<file path="src/rtl/imem_boot_loader_if.sv">
// Signal bundle between the boot loader, the UART receiver, the fetch stage and instruction memory.
// rx_valid is a one-cycle strobe with no ready: every cycle it is high delivers exactly one byte on rx_data.
interface imem_boot_loader_if;
    logic        rx_valid;
    logic [7:0]  rx_data;
    logic [31:0] fetch_pc;
    logic [31:0] imem_addr;
    logic        imem_we;
    logic [31:0] imem_wdata;
    logic        cpu_rst;
    logic        load_busy;
    logic        load_done;
    logic        load_err;
    logic [15:0] words_loaded;
    logic [2:0]  dbg_state;

    modport slave (
        input  rx_valid, rx_data, fetch_pc,
        output imem_addr, imem_we, imem_wdata, cpu_rst, load_busy,
               load_done, load_err, words_loaded, dbg_state
    );

    modport master (
        output rx_valid, rx_data, fetch_pc,
        input  imem_addr, imem_we, imem_wdata, cpu_rst, load_busy,
               load_done, load_err, words_loaded, dbg_state
    );
endinterface

</file>
<file path="src/rtl/imem_boot_loader.sv">
// Receives a framed program image over UART bytes, writes it into instruction memory
// and holds the core in reset until the whole image has landed.
module imem_boot_loader #(
    parameter int         ADDR_W      = 8,
    parameter logic [7:0] SYNC_BYTE   = 8'hA5,
    parameter int         TIMEOUT_CYC = 1_000_000,
    parameter bit         BOOT_RUN    = 1'b0
) (
    input  logic              clk,
    input  logic              rst,
    imem_boot_loader_if.slave bus
);
    localparam int          TW  = $clog2(TIMEOUT_CYC + 1);
    localparam logic [16:0] CAP = 17'(1) << ADDR_W;

    typedef enum logic [2:0] {S_IDLE, S_LEN_LO, S_LEN_HI, S_DATA, S_RUN} state_t;

    state_t            state;
    logic [7:0]        len_lo;
    logic [15:0]       len;
    logic [1:0]        byte_idx;
    logic [ADDR_W-1:0] word_idx;
    logic [23:0]       word_buf;
    logic [TW-1:0]     tcnt;
    logic              sync_hit;
    logic              in_frame;
    logic              tmo;

    assign sync_hit = bus.rx_valid && (bus.rx_data == SYNC_BYTE);
    assign in_frame = (state == S_LEN_LO) || (state == S_LEN_HI) || (state == S_DATA);
    // A byte in the expiry cycle keeps the frame alive.
    assign tmo      = in_frame && !bus.rx_valid && (tcnt == TW'(TIMEOUT_CYC - 1));

    assign bus.imem_addr = (bus.load_busy || bus.imem_we) ? 32'({word_idx, 2'b00}) : bus.fetch_pc;
    assign bus.dbg_state = state;

    always_ff @(posedge clk) begin
        if (rst) begin
            state            <= BOOT_RUN ? S_RUN : S_IDLE;
            bus.cpu_rst      <= !BOOT_RUN;
            bus.imem_we      <= 1'b0;
            bus.imem_wdata   <= '0;
            bus.load_busy    <= 1'b0;
            bus.load_done    <= 1'b0;
            bus.load_err     <= 1'b0;
            bus.words_loaded <= '0;
            len_lo           <= '0;
            len              <= '0;
            byte_idx         <= '0;
            word_idx         <= '0;
            word_buf         <= '0;
            tcnt             <= '0;
        end else begin
            bus.imem_we   <= 1'b0;
            bus.load_done <= 1'b0;

            if (in_frame) begin
                tcnt <= bus.rx_valid ? '0 : tcnt + 1'b1;
            end

            case (state)
                S_IDLE, S_RUN: begin
                    if (sync_hit) begin
                        state            <= S_LEN_LO;
                        bus.cpu_rst      <= 1'b1;
                        bus.load_busy    <= 1'b1;
                        bus.load_err     <= 1'b0;
                        bus.words_loaded <= '0;
                        tcnt             <= '0;
                    end
                end
                S_LEN_LO: begin
                    if (bus.rx_valid) begin
                        len_lo <= bus.rx_data;
                        state  <= S_LEN_HI;
                    end
                end
                S_LEN_HI: begin
                    if (bus.rx_valid) begin
                        if (({bus.rx_data, len_lo} == 16'd0) || ({1'b0, bus.rx_data, len_lo} > CAP)) begin
                            bus.load_err  <= 1'b1;
                            bus.load_busy <= 1'b0;
                            state         <= S_IDLE;
                        end else begin
                            len      <= {bus.rx_data, len_lo};
                            byte_idx <= '0;
                            word_idx <= '0;
                            state    <= S_DATA;
                        end
                    end
                end
                S_DATA: begin
                    if (bus.rx_valid) begin
                        byte_idx <= byte_idx + 1'b1;
                        case (byte_idx)
                            2'd0: word_buf[7:0]   <= bus.rx_data;
                            2'd1: word_buf[15:8]  <= bus.rx_data;
                            2'd2: word_buf[23:16] <= bus.rx_data;
                            default: begin
                                bus.imem_wdata <= {bus.rx_data, word_buf};
                                bus.imem_we    <= 1'b1;
                            end
                        endcase
                    end
                end
                default: state <= S_IDLE;
            endcase

            // The write cycle advances the word pointer; the last word ends the frame.
            if (bus.imem_we) begin
                word_idx         <= word_idx + 1'b1;
                bus.words_loaded <= bus.words_loaded + 16'd1;
                if ((state == S_DATA) && (16'(word_idx) == (len - 16'd1))) begin
                    state         <= S_RUN;
                    bus.cpu_rst   <= 1'b0;
                    bus.load_busy <= 1'b0;
                    bus.load_done <= 1'b1;
                end
            end

            if (tmo) begin
                bus.load_err  <= 1'b1;
                bus.load_busy <= 1'b0;
                state         <= S_IDLE;
            end
        end
    end
endmodule

</file>
<file path="src/flat_wrapper.sv">
// flat-port wrapper written by rule: the top's interface ports become plain ports
module imem_boot_loader_flat 
#(
    parameter int         ADDR_W      = 8,
    parameter logic [7:0] SYNC_BYTE   = 8'hA5,
    parameter int         TIMEOUT_CYC = 1_000_000,
    parameter bit         BOOT_RUN    = 1'b0
)
  (clk, rst, bus_rx_valid, bus_rx_data, bus_fetch_pc, bus_imem_addr, bus_imem_we, bus_imem_wdata, bus_cpu_rst, bus_load_busy, bus_load_done, bus_load_err, bus_words_loaded, bus_dbg_state);
  imem_boot_loader_if bus_i ();
  input  logic clk;
  input  logic rst;
  input wire logic [$bits(bus_i.rx_valid)-1:0] bus_rx_valid;
  input wire logic [$bits(bus_i.rx_data)-1:0] bus_rx_data;
  input wire logic [$bits(bus_i.fetch_pc)-1:0] bus_fetch_pc;
  output wire logic [$bits(bus_i.imem_addr)-1:0] bus_imem_addr;
  output wire logic [$bits(bus_i.imem_we)-1:0] bus_imem_we;
  output wire logic [$bits(bus_i.imem_wdata)-1:0] bus_imem_wdata;
  output wire logic [$bits(bus_i.cpu_rst)-1:0] bus_cpu_rst;
  output wire logic [$bits(bus_i.load_busy)-1:0] bus_load_busy;
  output wire logic [$bits(bus_i.load_done)-1:0] bus_load_done;
  output wire logic [$bits(bus_i.load_err)-1:0] bus_load_err;
  output wire logic [$bits(bus_i.words_loaded)-1:0] bus_words_loaded;
  output wire logic [$bits(bus_i.dbg_state)-1:0] bus_dbg_state;
  assign bus_i.rx_valid = bus_rx_valid;
  assign bus_i.rx_data = bus_rx_data;
  assign bus_i.fetch_pc = bus_fetch_pc;
  assign bus_imem_addr = bus_i.imem_addr;
  assign bus_imem_we = bus_i.imem_we;
  assign bus_imem_wdata = bus_i.imem_wdata;
  assign bus_cpu_rst = bus_i.cpu_rst;
  assign bus_load_busy = bus_i.load_busy;
  assign bus_load_done = bus_i.load_done;
  assign bus_load_err = bus_i.load_err;
  assign bus_words_loaded = bus_i.words_loaded;
  assign bus_dbg_state = bus_i.dbg_state;
  imem_boot_loader #(.ADDR_W(ADDR_W), .SYNC_BYTE(SYNC_BYTE), .TIMEOUT_CYC(TIMEOUT_CYC), .BOOT_RUN(BOOT_RUN)) u_core (.clk(clk), .rst(rst), .bus(bus_i));
endmodule
</file>
<file path="config.mk">
export PLATFORM = sky130hd
export DESIGN_NAME = imem_boot_loader_flat
export DESIGN_NICKNAME = d
export VERILOG_FILES = /design/src/rtl/imem_boot_loader_if.sv /design/src/rtl/imem_boot_loader.sv /design/src/flat_wrapper.sv
export SDC_FILE = /design/constraint.sdc
export NUM_CORES = 1
export LEC_CHECK = 0
export ABC_AREA = 1
export BUFFER_PORTS_ARGS = -buffer_cell sky130_fd_sc_hd__buf_2
export CAP_MARGIN = 20
export CORE_UTILIZATION = 40
export DETAILED_ROUTE_END_ITERATION = 10
export SETUP_SLACK_MARGIN = 0.3
export SLEW_MARGIN = 10
export SYNTH_ARGS = -nofsm -noshare
export SYNTH_HDL_FRONTEND = slang
export SYNTH_SLANG_ARGS = --single-unit
</file>
<file path="constraint.sdc">
create_clock -name clk -period 4.3 [get_ports clk]
set_input_delay 0.86 -clock clk [delete_from_list [all_inputs] [get_ports clk]]
set_output_delay 0.86 -clock clk [all_outputs]
set_load 0.02 [all_outputs]
</file>
Word-level counts from Yosys, hierarchy flattened
Cells that the tools add are included.
Word-level totals
  flip-flop bits (word level): 134
  word-level logic and storage cells: 116
  output and inout port bits: 88
  bits of input ports: 43
Cells by class
  add/subtract/negate cells: 5
  reduce and logical (&&, ||, !) cells: 33
  muxes and demuxes: 40
  equality and inequality tests: 16
  magnitude comparators: 1
  bitwise gates (word level): 5
Operators by type and width (count)
  $mux 20: 4
  $mux 16: 3
  $mux 32: 1
  $mux 8: 4
  $add 20x1->20 const B: 1
  $eq 20x20->1 const B: 1
  $reduce_and 3->1: 6
  $add 16x1->16 const B: 1
  $eq 8x16->1: 1
  $gt 16x9->1 const B: 1
  $logic_not 16->1: 1
  $sub 16x1->16 const B: 1
  $mux 1: 15
  $mux 3: 5
  $pmux 3 s4: 1
  $reduce_bool 2->1: 5
  $add 8x1->8 const B: 1
  $eq 8x8->1 const B: 1
  $mux 2: 4
  $reduce_and 4->1: 2
  $eq 3x2->1 const B: 2
  $ne 2x2->1 const B: 3
  $ne 3x2->1 const B: 2
  $reduce_or 2->1: 3
  other kinds (18): 31

Logic depth before layout (Yosys ltp)
Gate-level depths: netlist of run 1.
  word-level depth: 7
  depth in mapped cells: 14
  depth with buffers taken out: 14

Worst setup path before layout of run 1
Ideal clock, no wire load.
  path kind: flip-flop to output port
  from: register u_core.bus.imem_we
  to: output bus_imem_addr[0]
  setup slack: 1.946 ns
  data required time: 3.440 ns
  data arrival time: 1.494 ns
  cell stages (with the launch flop): 6
  cell sequence: dfxtp_1 buf_4 nor2_1 inv_1 clkbuf_1 nor2_1
Between the ends
  cells in the longest elaborated chain, start to end: 2
RTL lines
  start: declaration: RTL line imem_boot_loader_if.sv:19  | output imem_addr, imem_we, imem_wdata, cpu_rst, load_busy,
  start signal: assignment: RTL line imem_boot_loader.sv:41  | bus.imem_we <= 1'b0;
  start signal: assignment: RTL line imem_boot_loader.sv:54  | bus.imem_we <= 1'b0;
  start signal: assignment: RTL line imem_boot_loader.sv:101  | bus.imem_we <= 1'b1;
  $logic_or 1x1->1: RTL line imem_boot_loader.sv:34  | assign bus.imem_addr = (bus.load_busy || bus.imem_we) ? 32'({word_idx, 2'b00}) : bus.fetch_pc;
  $mux 32: RTL line imem_boot_loader.sv:34
  end: declaration: RTL line flat_wrapper.sv:16  | output wire logic [$bits(bus_i.imem_addr)-1:0] bus_imem_addr;
No other way between the ends.

Worst setup path in the final report of run 1
  from: register u_core.bus.imem_we
  to: output bus_imem_addr[29]
The elaborated chain is that of the path after synthesis.

==> impl_metrics.env, run 1 <==
export IMPL_cts_root_buf="clkbuf_16"
export IMPL_synth_compound_area_share_pct=16.9
export IMPL_ir_drop_v=0.000271
export IMPL_synthSimpleGateAreaFrac_pct=29.4
export IMPL_drv_slew=0
export IMPL_synth_edf_count=0
export IMPL_postSynthCellCount=942
export IMPL_critPathMaxFanout=24
export IMPL_synth_fa_ha_area_share_pct=1.54
export IMPL_path_clk_slew_ns=0.06
export IMPL_drtIter0Drc=434
export IMPL_worstHoldPathType="register to register"
export IMPL_critPathCaptureType="output pin"
export IMPL_gp_congestion=0.838
export IMPL_max_slew_margin_pct=55.7
export IMPL_coreArea_mm2=0.0159
export IMPL_layout_nets=1110
export IMPL_skew_ns=0.00930
export IMPL_routed_wl_um=16300
export IMPL_track_usage_pct=19.7
export IMPL_yosys_mux_area_fraction_pct=0
export IMPL_critical_path_max_stage_delay_ns=0.51
export IMPL_numCtsBuffers=17
export IMPL_gr_total_overflow=0
export IMPL_rsz0062_at_grt="false"
export IMPL_grt_pass1_wl_um=26000
export IMPL_synth_commonest_cells="nand2_1 (170), nor2_1 (153), dfxtp_1 (134)"
export IMPL_cts_tree="yes"
export IMPL_yosysSeqAreaShare_pct=41.3
export IMPL_power_share_sequential_pct=43.6
export IMPL_synth_xor_area_share_pct=0.539
export IMPL_synth_cell_area_mm2=0.00650
export IMPL_synth_top_family_by_area="simple AND/OR/NAND/NOR gates"
export IMPL_crit_buf_inv=4
export IMPL_drtAntennaViolNets=0
export IMPL_maxCapViolCount=0
export IMPL_cts_sinks=134
export IMPL_yosys_warnings=0
export IMPL_fin_crit_sh_pct=67.0
export IMPL_grt_max_degree=61
export IMPL_cellPowerDensity_mw_per_mm2=364
export IMPL_io_pins=131
export IMPL_grt_pass1_vias=5312
export IMPL_critPathLaunchType="register"
export IMPL_p_leak_nw=3.57
export IMPL_final_cells=1288
export IMPL_antennaDiodeCount=0
export IMPL_seq_area_mm2=0.00268
export IMPL_synth_largest_area_cell="dfxtp_1"
export IMPL_async_flop_share_pct=0
export IMPL_h_tree_depth=4
export IMPL_die_w_um=129
export IMPL_cp_required_ns=3.44
export IMPL_syn2layout_area_growth_pct=20.4
export IMPL_drc=0
export IMPL_dr_pass1_iters=5
export IMPL_ys_types=39
export IMPL_worstMarginPinSlew_ns=0.663
export IMPL_critical_path_arrival_ns=2.02
export IMPL_clk_latency_ns=0.42
export IMPL_hold_viol_final=0
export IMPL_die_h_um=129
export IMPL_dieArea_mm2=0.0168
export IMPL_cp_slowest_cell="inv_1"
export IMPL_antenna_found_initial=0
export IMPL_yosysMostFrequentCell="nand2_1"
export IMPL_clkPwrFrac_pct=52.3
export IMPL_hold_buffers=0
export IMPL_avgSynthCellArea_um2=6.90
export IMPL_path_cells="buf_4, nor2_1, buf_4, inv_1, nor2_1, buf_2"
export IMPL_internal_power_mw=2.17
export IMPL_max_freq_ghz=0.347
export IMPL_synth_area_leaders="dfxtp_1 (41%), nand2_1 (9.8%), nor2_1 (8.8%), o21ai_0 (7.5%), inv_1 (6.4%)"
export IMPL_synthesis_nets=993
export IMPL_ys_ff_latch=134
export IMPL_rows=46
export IMPL_drive_gt1_share_pct=20.2
export IMPL_fin_tns_setup_ns=0
export IMPL_p_switching_mw=0.680
export IMPL_viasPerCell=4.73
export IMPL_crit_family="buffers and inverters"
export IMPL_ctsLongestPathBuffers=2
export IMPL_yosys_area_top_type_share_pct=41.3
export IMPL_vias=6098
export IMPL_status="finished clean"
export IMPL_synthFlopType="dfxtp_1"
export IMPL_setup_violations=0
export IMPL_dp_cells=1256
export IMPL_multi_input_area_mm2=0.00315
export IMPL_post_route_min_period_ns=2.88
export IMPL_cts_resized=0
export IMPL_share_comb_of_total_power_pct=4.2
export IMPL_wl_per_cell_um=12.7
export IMPL_fill_cells=1647
export IMPL_hpwlAfterDp_um=11500
export IMPL_critPathKind="register to output pin"
export IMPL_power_share_switching_pct=23.9
export IMPL_initial_core_util_pct=40.9
export IMPL_io_buffers=130
export IMPL_post_cts_buffers=0
==> worst register-to-register path: stages (launching register included) <==
cell	delay [ns]
dfxtp_1	0.42
nand3b_4	0.23
nor2_4	0.17
nand2_4	0.19
inv_2	0.51
o21ai_0	0.17
a21oi_1	0.14
==> sequential cells by signal, indices dropped and copies added, names as in the netlist, 2 cells and up <==
signal                   flops
u_core.word_buf             24
u_core.len                  16
u_core.bus.words_loaded     16
u_core.word_idx              8
u_core.len_lo                8
u_core.bus.imem_wdata       32
u_core.tcnt                 20
u_core.bus.dbg_state         3
u_core.byte_idx              2
==> path summary, 6_finish.rpt <==
kind                            from                         to  slack (ns)  cells past startpoint
min                   u_core.len[15]             u_core.len[15]        0.46                      2
min reg2reg           u_core.len[15]             u_core.len[15]        0.46                      2
max               u_core.bus.imem_we          bus_imem_addr[29]        1.42                      6
max reg2reg  u_core.bus.dbg_state[2]  u_core.bus.imem_wdata[26]        2.41                      6
==> cells in the final DEF (no fill, tap or decap), types with 5 or more instances in the layout <==
cell type / n
o21ai_1: 12
buf_2: 130
nor2_2: 11
ha_1: 8
nor3_1: 8
inv_1: 109
dfxtp_1: 134
inv_2: 12
clkbuf_16: 17
nand3_2: 5
nor2_1: 153
inv_6: 5
nand2_2: 5
nand3_1: 49
a211oi_1: 5
nor2_4: 5
nand4_1: 6
a21oi_1: 82
o21ai_0: 97
nand2_1: 170
==> final cells by class <==
type	instances	share of cell area, %
well taps	216	3.45
clock inverters	14	2.09
inverters	121	5.80
clock buffers	18	5.61
repair buffers	133	8.60
flip-flops and latches	134	34.3
multi-input cells	652	40.2
==> layer usage <==
metal / GRT usage (%) / part of all wire (%) / vias up
li1: - / - / 3259
met1: 27.2 / 50 / 2715
met2: 30.7 / 45 / 112
met3: 4.71 / 4.1 / 12
met4: 5.13 / 0.77 / 0
met5: 0 / 0 / -
==> power by group through the flow <==
| stage | clock [mW] | sequential (mW) | combinational [mW] |
|---|---|---|---|
| after CTS | 1.52 | 1.24 | 0.119 |
| final | 1.49 | 1.24 | 0.118 |
| after detailed placement | 0 | 1.27 | 0.118 |
| after global routing | 1.57 | 1.24 | 0.131 |
| after floorplan | 0 | 1.27 | 0.0713 |
| after global placement | 0 | 1.27 | 0.119 |
==> per-stage QoR <==
| stage | setup WS [ns] | utilization [%] | power (mW) | hold WS [ns] | area, um2 |
|---|---|---|---|---|---|
| 2_1_floorplan | 1.95 | - | 1.34 | 0.432 | 6500 |
| 3_3_place_gp | 1.75 | 45.5 | 1.39 | 0.444 | 7230 |
| 3_5_place_dp | 1.75 | 45.5 | 1.39 | 0.450 | 7230 |
| 4_1_cts | 1.38 | 49.3 | 2.88 | 0.460 | 7830 |
| 5_1_grt | 1.22 | 49.3 | 2.95 | 0.489 | 7830 |
| 6_report | 1.42 | 49.3 | 2.85 | 0.455 | 7830 |
==> logic make-up after synthesis <==
group,count (synthesis)
and+or+nand+nor,430
AOI/OAI and AO/OA,210
buffers and inverters,156
DFF,134
adders and majority gates,8
xor gates and xnor gates,4
Power figures use the tool's default switching activity.
==> inputs of run 2 (changes only) <==
==> constraint.sdc (replaced) <==
create_clock -name clk -period 2.7 [get_ports clk]
set_input_delay 0.54 -clock clk [delete_from_list [all_inputs] [get_ports clk]]
set_output_delay 0.54 -clock clk [all_outputs]
set_load 0.02 [all_outputs]
==> run 2 against run 1 <==
Effect of this change: power rose by 56%; die area unchanged; non-clock buffer count increased by 8; cell area increased by 0.80%; clock-buffer cell count up 2; clock power grew 52%; first-iteration DRC count shrank 13%; routed wire length rose by 1.8%; sequential power rose by 60%; final cell count increased by 0.70%; sequential cell count stayed put; global-route usage increased by 0.28 points.
==> impl_metrics.env, run 2 (same netlist as run 1, synthesis figures left out) <==
export IMPL_dieArea_mm2=0.0168
export IMPL_internal_power_mw=3.38
export IMPL_drc=0
export IMPL_r2r_end="u_core.bus.dbg_state[1]"
export IMPL_status="finished clean"
export IMPL_reg2reg_depth=12
export IMPL_setup_violations=0
export IMPL_drtIter0Drc=377
export IMPL_dr_pass1_iters=5
export IMPL_ir_drop_v=0.000452
export IMPL_path_clk_slew_ns=0.06
export IMPL_critPathCaptureType="output pin"
export IMPL_io_buffers=130
export IMPL_numCtsBuffers=17
export IMPL_gr_usage_met3_pct=5.00
export IMPL_coreArea_mm2=0.0159
export IMPL_gp_congestion=0.890
export IMPL_skew_ns=0.0113
export IMPL_p_switching_mw=1.06
export IMPL_track_usage_pct=20.0
export IMPL_power_share_switching_pct=23.9
export IMPL_routed_wl_um=16600
export IMPL_syn2layout_area_growth_pct=21.4
export IMPL_clk_latency_ns=0.42
export IMPL_wl_per_cell_um=12.8
export IMPL_path_cells="nor2_4, clkinvlp_4, nor2_1, buf_2"
export IMPL_r2r_start="u_core.bus.imem_we"
export IMPL_critPathKind="register to output pin"
export IMPL_critPathMaxFanout=12
export IMPL_most_common_layout_cells="nand2_1 (170), nor2_1 (152), dfxtp_1 (134), buf_2 (130), inv_1 (108)"
export IMPL_drive_gt1_share_pct=21.0
export IMPL_rrSetupSlack_ns=0.78
export IMPL_dp_cells=1260
export IMPL_ctsLongestPathBuffers=2
export IMPL_cts_sinks=134
export IMPL_critical_path_arrival_ns=1.64
export IMPL_max_slew_margin_pct=63.3
export IMPL_grtUsageMet1_pct=29.3
export IMPL_clkPwrFrac_pct=51.0
export IMPL_grt_pass1_vias=5264
export IMPL_layout_commonest_cell="nand2_1"
export IMPL_grt_busiest_layer="met1"
export IMPL_drv_slew=0
export IMPL_die_w_um=129
export IMPL_io_pins=131
export IMPL_timing_critical_path_from="u_core.bus.imem_we"
export IMPL_final_cells=1297
export IMPL_critical_path_max_stage_delay_ns=0.34
export IMPL_fin_crit_sh_pct=80.9
export IMPL_worstHoldPathType="register to register"
export IMPL_grt_max_degree=92
export IMPL_vias=6180
export IMPL_initial_core_util_pct=40.9
export IMPL_fin_tns_setup_ns=0
export IMPL_top_register="u_core.bus.imem_wdata"
export IMPL_critPathLaunchType="register"
export IMPL_post_route_min_period_ns=2.18
export IMPL_grt_pass1_wl_um=26400
export IMPL_die_h_um=129
export IMPL_worstMarginPinSlew_ns=0.550
export IMPL_hold_viol_final=0
export IMPL_drtAntennaViolNets=0
export IMPL_antennaDiodeCount=0
export IMPL_rows=46
export IMPL_fill_cells=1672
export IMPL_hpwlAfterDp_um=11700
export IMPL_cp_required_ns=2.16
export IMPL_cp_endpoint="bus_imem_addr[26]"
export IMPL_reg_top3="u_core.bus.imem_wdata (32), u_core.word_buf (24), u_core.tcnt (20)"
export IMPL_p_leak_nw=3.59
export IMPL_antenna_found_initial=0
export IMPL_layout_nets=1119
export IMPL_h_tree_depth=4
export IMPL_cp_slowest_cell="dfxtp_1"
export IMPL_grt_use_met2_pct=28.9
export IMPL_rsz0062_at_grt="false"
export IMPL_maxCapViolCount=0
export IMPL_cellPowerDensity_mw_per_mm2=562
export IMPL_cts_tree="yes"
export IMPL_power_share_sequential_pct=44.6
export IMPL_viasPerCell=4.76
export IMPL_max_freq_ghz=0.458
export IMPL_cts_root_buf="clkbuf_16"
export IMPL_share_comb_of_total_power_pct=4.4
export IMPL_largest_register_ff_count=32
export IMPL_gr_total_overflow=0
## run 2: cell count changes in the layout (fill, tap and decap cells not counted), sizes merged
cell      before  now
inv          128  125
bufinv         2    1
clkinvlp       2    5
buf          133  141
clkbuf        18   20
## run 2: worst min path at each step
stage,start,end,slack [ns],depth (start not counted)
5_1_grt,u_core.len[13],u_core.len[13],0.47,2
2_1_floorplan,u_core.len[13],u_core.len[13],0.43,2
6_report,u_core.len[13],u_core.len[13],0.45,2
3_3_place_gp,u_core.len[13],u_core.len[13],0.44,2
3_5_place_dp,u_core.len[13],u_core.len[13],0.45,2
4_1_cts,bus_rx_data[0],u_core.len[8],0.45,3
## run 2: what timing repair did
item	in CTS	in global routing
setup endpoints to repair	25	24
pin swaps	0	1
gates cloned	1	0
setup buffers	0	4
hold buffers	0	0
resized for setup	4	0
## run 2: critical path, delay by kind of cell, from the launching register on
| family | cells | cell delay (ns) |
|---|---|---|
| buf+inv | 2 | 0.47 |
| simple gates | 2 | 0.43 |
| flops | 1 | 0.34 |
## run 2: metal layers
| metal | share of wire (%) | vias to the layer above |
|---|---|---|
| met5 | 0 | - |
| met4 | 0.70 | 0 |
| met3 | 4.0 | 12 |
| met2 | 44 | 105 |
| met1 | 51 | 2786 |
| li1 | - | 3277 |
## run 2: area by class of cell
| type | count | area, um2 | area share, % |
|---|---|---|---|
| Timing Repair inverter | 1 | 7.51 | 0.0951 |
| Tap cell | 216 | 270 | 3.42 |
| Inverter | 121 | 458 | 5.80 |
| Clock buffer | 20 | 457 | 5.79 |
| Multi-Input combinational cell | 652 | 3150 | 40.0 |
| Sequential cell | 134 | 2680 | 34.0 |
| Clock inverter | 12 | 118 | 1.49 |
| Timing Repair Buffer | 141 | 746 | 9.45 |
## run 2: power by group through the flow
stage / logic [mW] / registers [mW] / clock network, mW
2_1_floorplan: 0.114 / 2.02 / 0
3_3_place_gp: 0.196 / 2.02 / 0
3_5_place_dp: 0.196 / 2.02 / 0
4_1_cts: 0.197 / 1.98 / 2.29
5_1_grt: 0.219 / 1.98 / 2.38
6_report: 0.197 / 1.98 / 2.26
## run 2: per-stage QoR
stage / hold slack [ns] / util, % / power (mW) / instance area, um2 / setup WS [ns]
finish: 0.451 / 49.7 / 4.43 / 7890 / 0.515
global route: 0.472 / 49.7 / 4.58 / 7890 / 0.369
CTS: 0.449 / 49.5 / 4.47 / 7860 / 0.311
detailed placement: 0.445 / 45.8 / 2.22 / 7270 / 0.234
global placement: 0.442 / 45.8 / 2.22 / 7270 / 0.327
floorplan: 0.432 / - / 2.13 / 6500 / 0.666
==> inputs of run 3 (changes only) <==
==> constraint.sdc (replaced) <==
create_clock -name clk -period 2.2 [get_ports clk]
set_input_delay 0.44 -clock clk [delete_from_list [all_inputs] [get_ports clk]]
set_output_delay 0.44 -clock clk [all_outputs]
set_load 0.02 [all_outputs]
==> run 3 against run 2 <==
Effect of this change: final cell count rose by 0.54%; sequential share of layout area decreased by 0.89 points; register-to-register slack lost 0.28 ns; combinational power rose by 38%; sequential power increased by 23%; non-clock buffer count rose by 6; via count grew 0.76%; cell area grew 2.9%; die area is the same; sequential cell count did not move; worst hold slack worse by 0.092 ns; largest cell class unchanged.
==> impl_metrics.env, run 3 (same netlist as run 1, synthesis figures left out) <==
export IMPL_grt_pass1_vias=5467
export IMPL_antennaDiodeCount=0
export IMPL_min_path_cells=3
export IMPL_pre_cts_ws_ns=0.309
export IMPL_hold_viol_final=0
export IMPL_top_register="u_core.bus.imem_wdata"
export IMPL_critical_path_max_stage_delay_ns=0.36
export IMPL_io_pins=131
export IMPL_cts_sinks=134
export IMPL_status="finished clean"
export IMPL_critPathKind="register to output pin"
export IMPL_r2r_end="u_core.bus.dbg_state[1]"
export IMPL_hpwlAfterDp_um=11800
export IMPL_design_area_mm2=0.00812
export IMPL_max_slew_margin_pct=63.1
export IMPL_largest_register_ff_count=32
export IMPL_reg_top3="u_core.bus.imem_wdata (32), u_core.word_buf (24), u_core.tcnt (20)"
export IMPL_worstMarginPinSlew_ns=0.552
export IMPL_maxCapViolCount=0
export IMPL_antenna_found_initial=0
export IMPL_ir_drop_v=0.000529
export IMPL_power_share_sequential_pct=43.0
export IMPL_initial_core_util_pct=40.9
export IMPL_drv_slew=0
export IMPL_fin_ws_ns=0.250
export IMPL_path_cells="nor2_4, buf_12, clkinvlp_4, nor2_1, buf_4"
export IMPL_setup_violations=0
export IMPL_fin_tns_setup_ns=0
export IMPL_cp_slowest_cell="dfxtp_4"
export IMPL_cp_required_ns=1.76
export IMPL_post_route_min_period_ns=1.95
export IMPL_hold_start="bus_rx_data[0]"
export IMPL_syn2layout_area_growth_pct=24.9
export IMPL_internal_power_mw=4.36
export IMPL_h_tree_depth=4
export IMPL_io_buffers=130
export IMPL_fin_crit_sh_pct=88.6
export IMPL_dr_pass1_iters=5
export IMPL_rows=46
export IMPL_drtAntennaViolNets=0
export IMPL_critical_path_arrival_ns=1.51
export IMPL_path_clk_slew_ns=0.06
export IMPL_worstHoldPathType="input pin to register"
export IMPL_final_cells=1304
export IMPL_share_comb_of_total_power_pct=4.8
export IMPL_gr_total_overflow=0
export IMPL_cts_root_buf="clkbuf_16"
export IMPL_track_usage_pct=20.7
export IMPL_die_w_um=129
export IMPL_rrSetupSlack_ns=0.50
export IMPL_p_switching_mw=1.28
export IMPL_clkPwrFrac_pct=52.1
export IMPL_clk_latency_ns=0.42
export IMPL_dieArea_mm2=0.0168
export IMPL_most_common_layout_cells="nand2_1 (170), nor2_1 (140), dfxtp_1 (131), inv_1 (107), buf_2 (106)"
export IMPL_reg2reg_depth=13
export IMPL_vias=6227
export IMPL_cts_tree="yes"
export IMPL_grt_pass1_wl_um=27400
export IMPL_r2r_start="u_core.len[0]"
export IMPL_drive_gt1_share_pct=23.2
export IMPL_skew_ns=0.00906
export IMPL_dp_cells=1268
export IMPL_critPathMaxFanout=6
export IMPL_critPathCaptureType="output pin"
export IMPL_ctsLongestPathBuffers=2
export IMPL_drtIter0Drc=354
export IMPL_wl_per_cell_um=13.1
export IMPL_layout_nets=1127
export IMPL_critPathLaunchType="register"
export IMPL_viasPerCell=4.78
export IMPL_hold_path_end="u_core.len[8]"
export IMPL_layout_commonest_cell="nand2_1"
export IMPL_final_util_pct=51.1
export IMPL_fill_cells=1618
export IMPL_placed_area_mm2=0.00733
export IMPL_die_h_um=129
export IMPL_power_mw=5.64
export IMPL_grt_max_degree=73
export IMPL_gp_congestion=0.846
export IMPL_numCtsBuffers=17
export IMPL_drc=0
export IMPL_p_leak_nw=3.67
export IMPL_routed_wl_um=17100
export IMPL_max_freq_ghz=0.513
export IMPL_power_share_switching_pct=22.7
export IMPL_rsz0062_at_grt="true"
export IMPL_fin_hold_ws_ns=0.359
export IMPL_cellPowerDensity_mw_per_mm2=694
export IMPL_coreArea_mm2=0.0159
-- run 3: changes by cell type in the layout (fill, tap and decap cells not counted), moves of 2 or more --
cell and delta:
buf_2 -24, buf_4 +28, dfxtp_1 -3, clkinv_2 -2
bufinv_16 +2, clkinv_4 +3, dfxtp_2 +2, nor2_2 +11
nor2_1 -12
-- run 3: final cells by class --
class / count / area (um2) / share of cell area [%]
flip-flops and latches: 134 / 2690 / 33.1
repair buffers: 147 / 867 / 10.7
clock inverters: 12 / 168 / 2.06
multi-input cells: 652 / 3200 / 39.5
well taps: 216 / 270 / 3.33
inverters: 121 / 458 / 5.64
clock buffers: 19 / 443 / 5.45
repair inverters: 3 / 22.5 / 0.277
-- run 3: worst max-delay path: cells and delay by family, from the launching register on --
family	cells	cell delay [ns]
buffers and inverters	3	0.47
flip-flops	1	0.36
AND/OR/NAND/NOR	2	0.27
-- run 3: power groups by stage --
stage / Clock (mW) / Sequential [mW] / Combinational (mW)
global placement: 0 / 2.48 / 0.250
detailed placement: 0 / 2.48 / 0.250
CTS: 2.99 / 2.43 / 0.266
finish: 2.94 / 2.43 / 0.272
global route: 3.10 / 2.42 / 0.298
floorplan: 0 / 2.48 / 0.139
-- run 3: worst max path at each step --
stage                             startpoint                  to  slack (ns)
after floorplan           u_core.bus.imem_we    bus_imem_addr[0]        0.27
after global placement        bus_rx_data[4]       u_core.len[0]        0.32
after detailed placement        bus_rx_valid  u_core.bus.cpu_rst        0.31
after CTS                 u_core.bus.imem_we   bus_imem_addr[20]        0.27
after global routing      u_core.bus.imem_we   bus_imem_addr[10]        0.18
final                     u_core.bus.imem_we   bus_imem_addr[29]        0.25
-- run 3: timing repair --
item	CTS	global route
pin swaps	3	2
endpoints found under the setup margin	32	39
hold buffers	0	0
gates resized for setup	34	17
buffers inserted	2	0
gates cloned	3	0
-- run 3: layer usage --
layer | routed length (um) | track usage [%]
met1 | 8420 | 29.5
met2 | 7650 | 31.0
met3 | 799 | 5.08
met4 | 198 | 6.02
met5 | 0 | 0
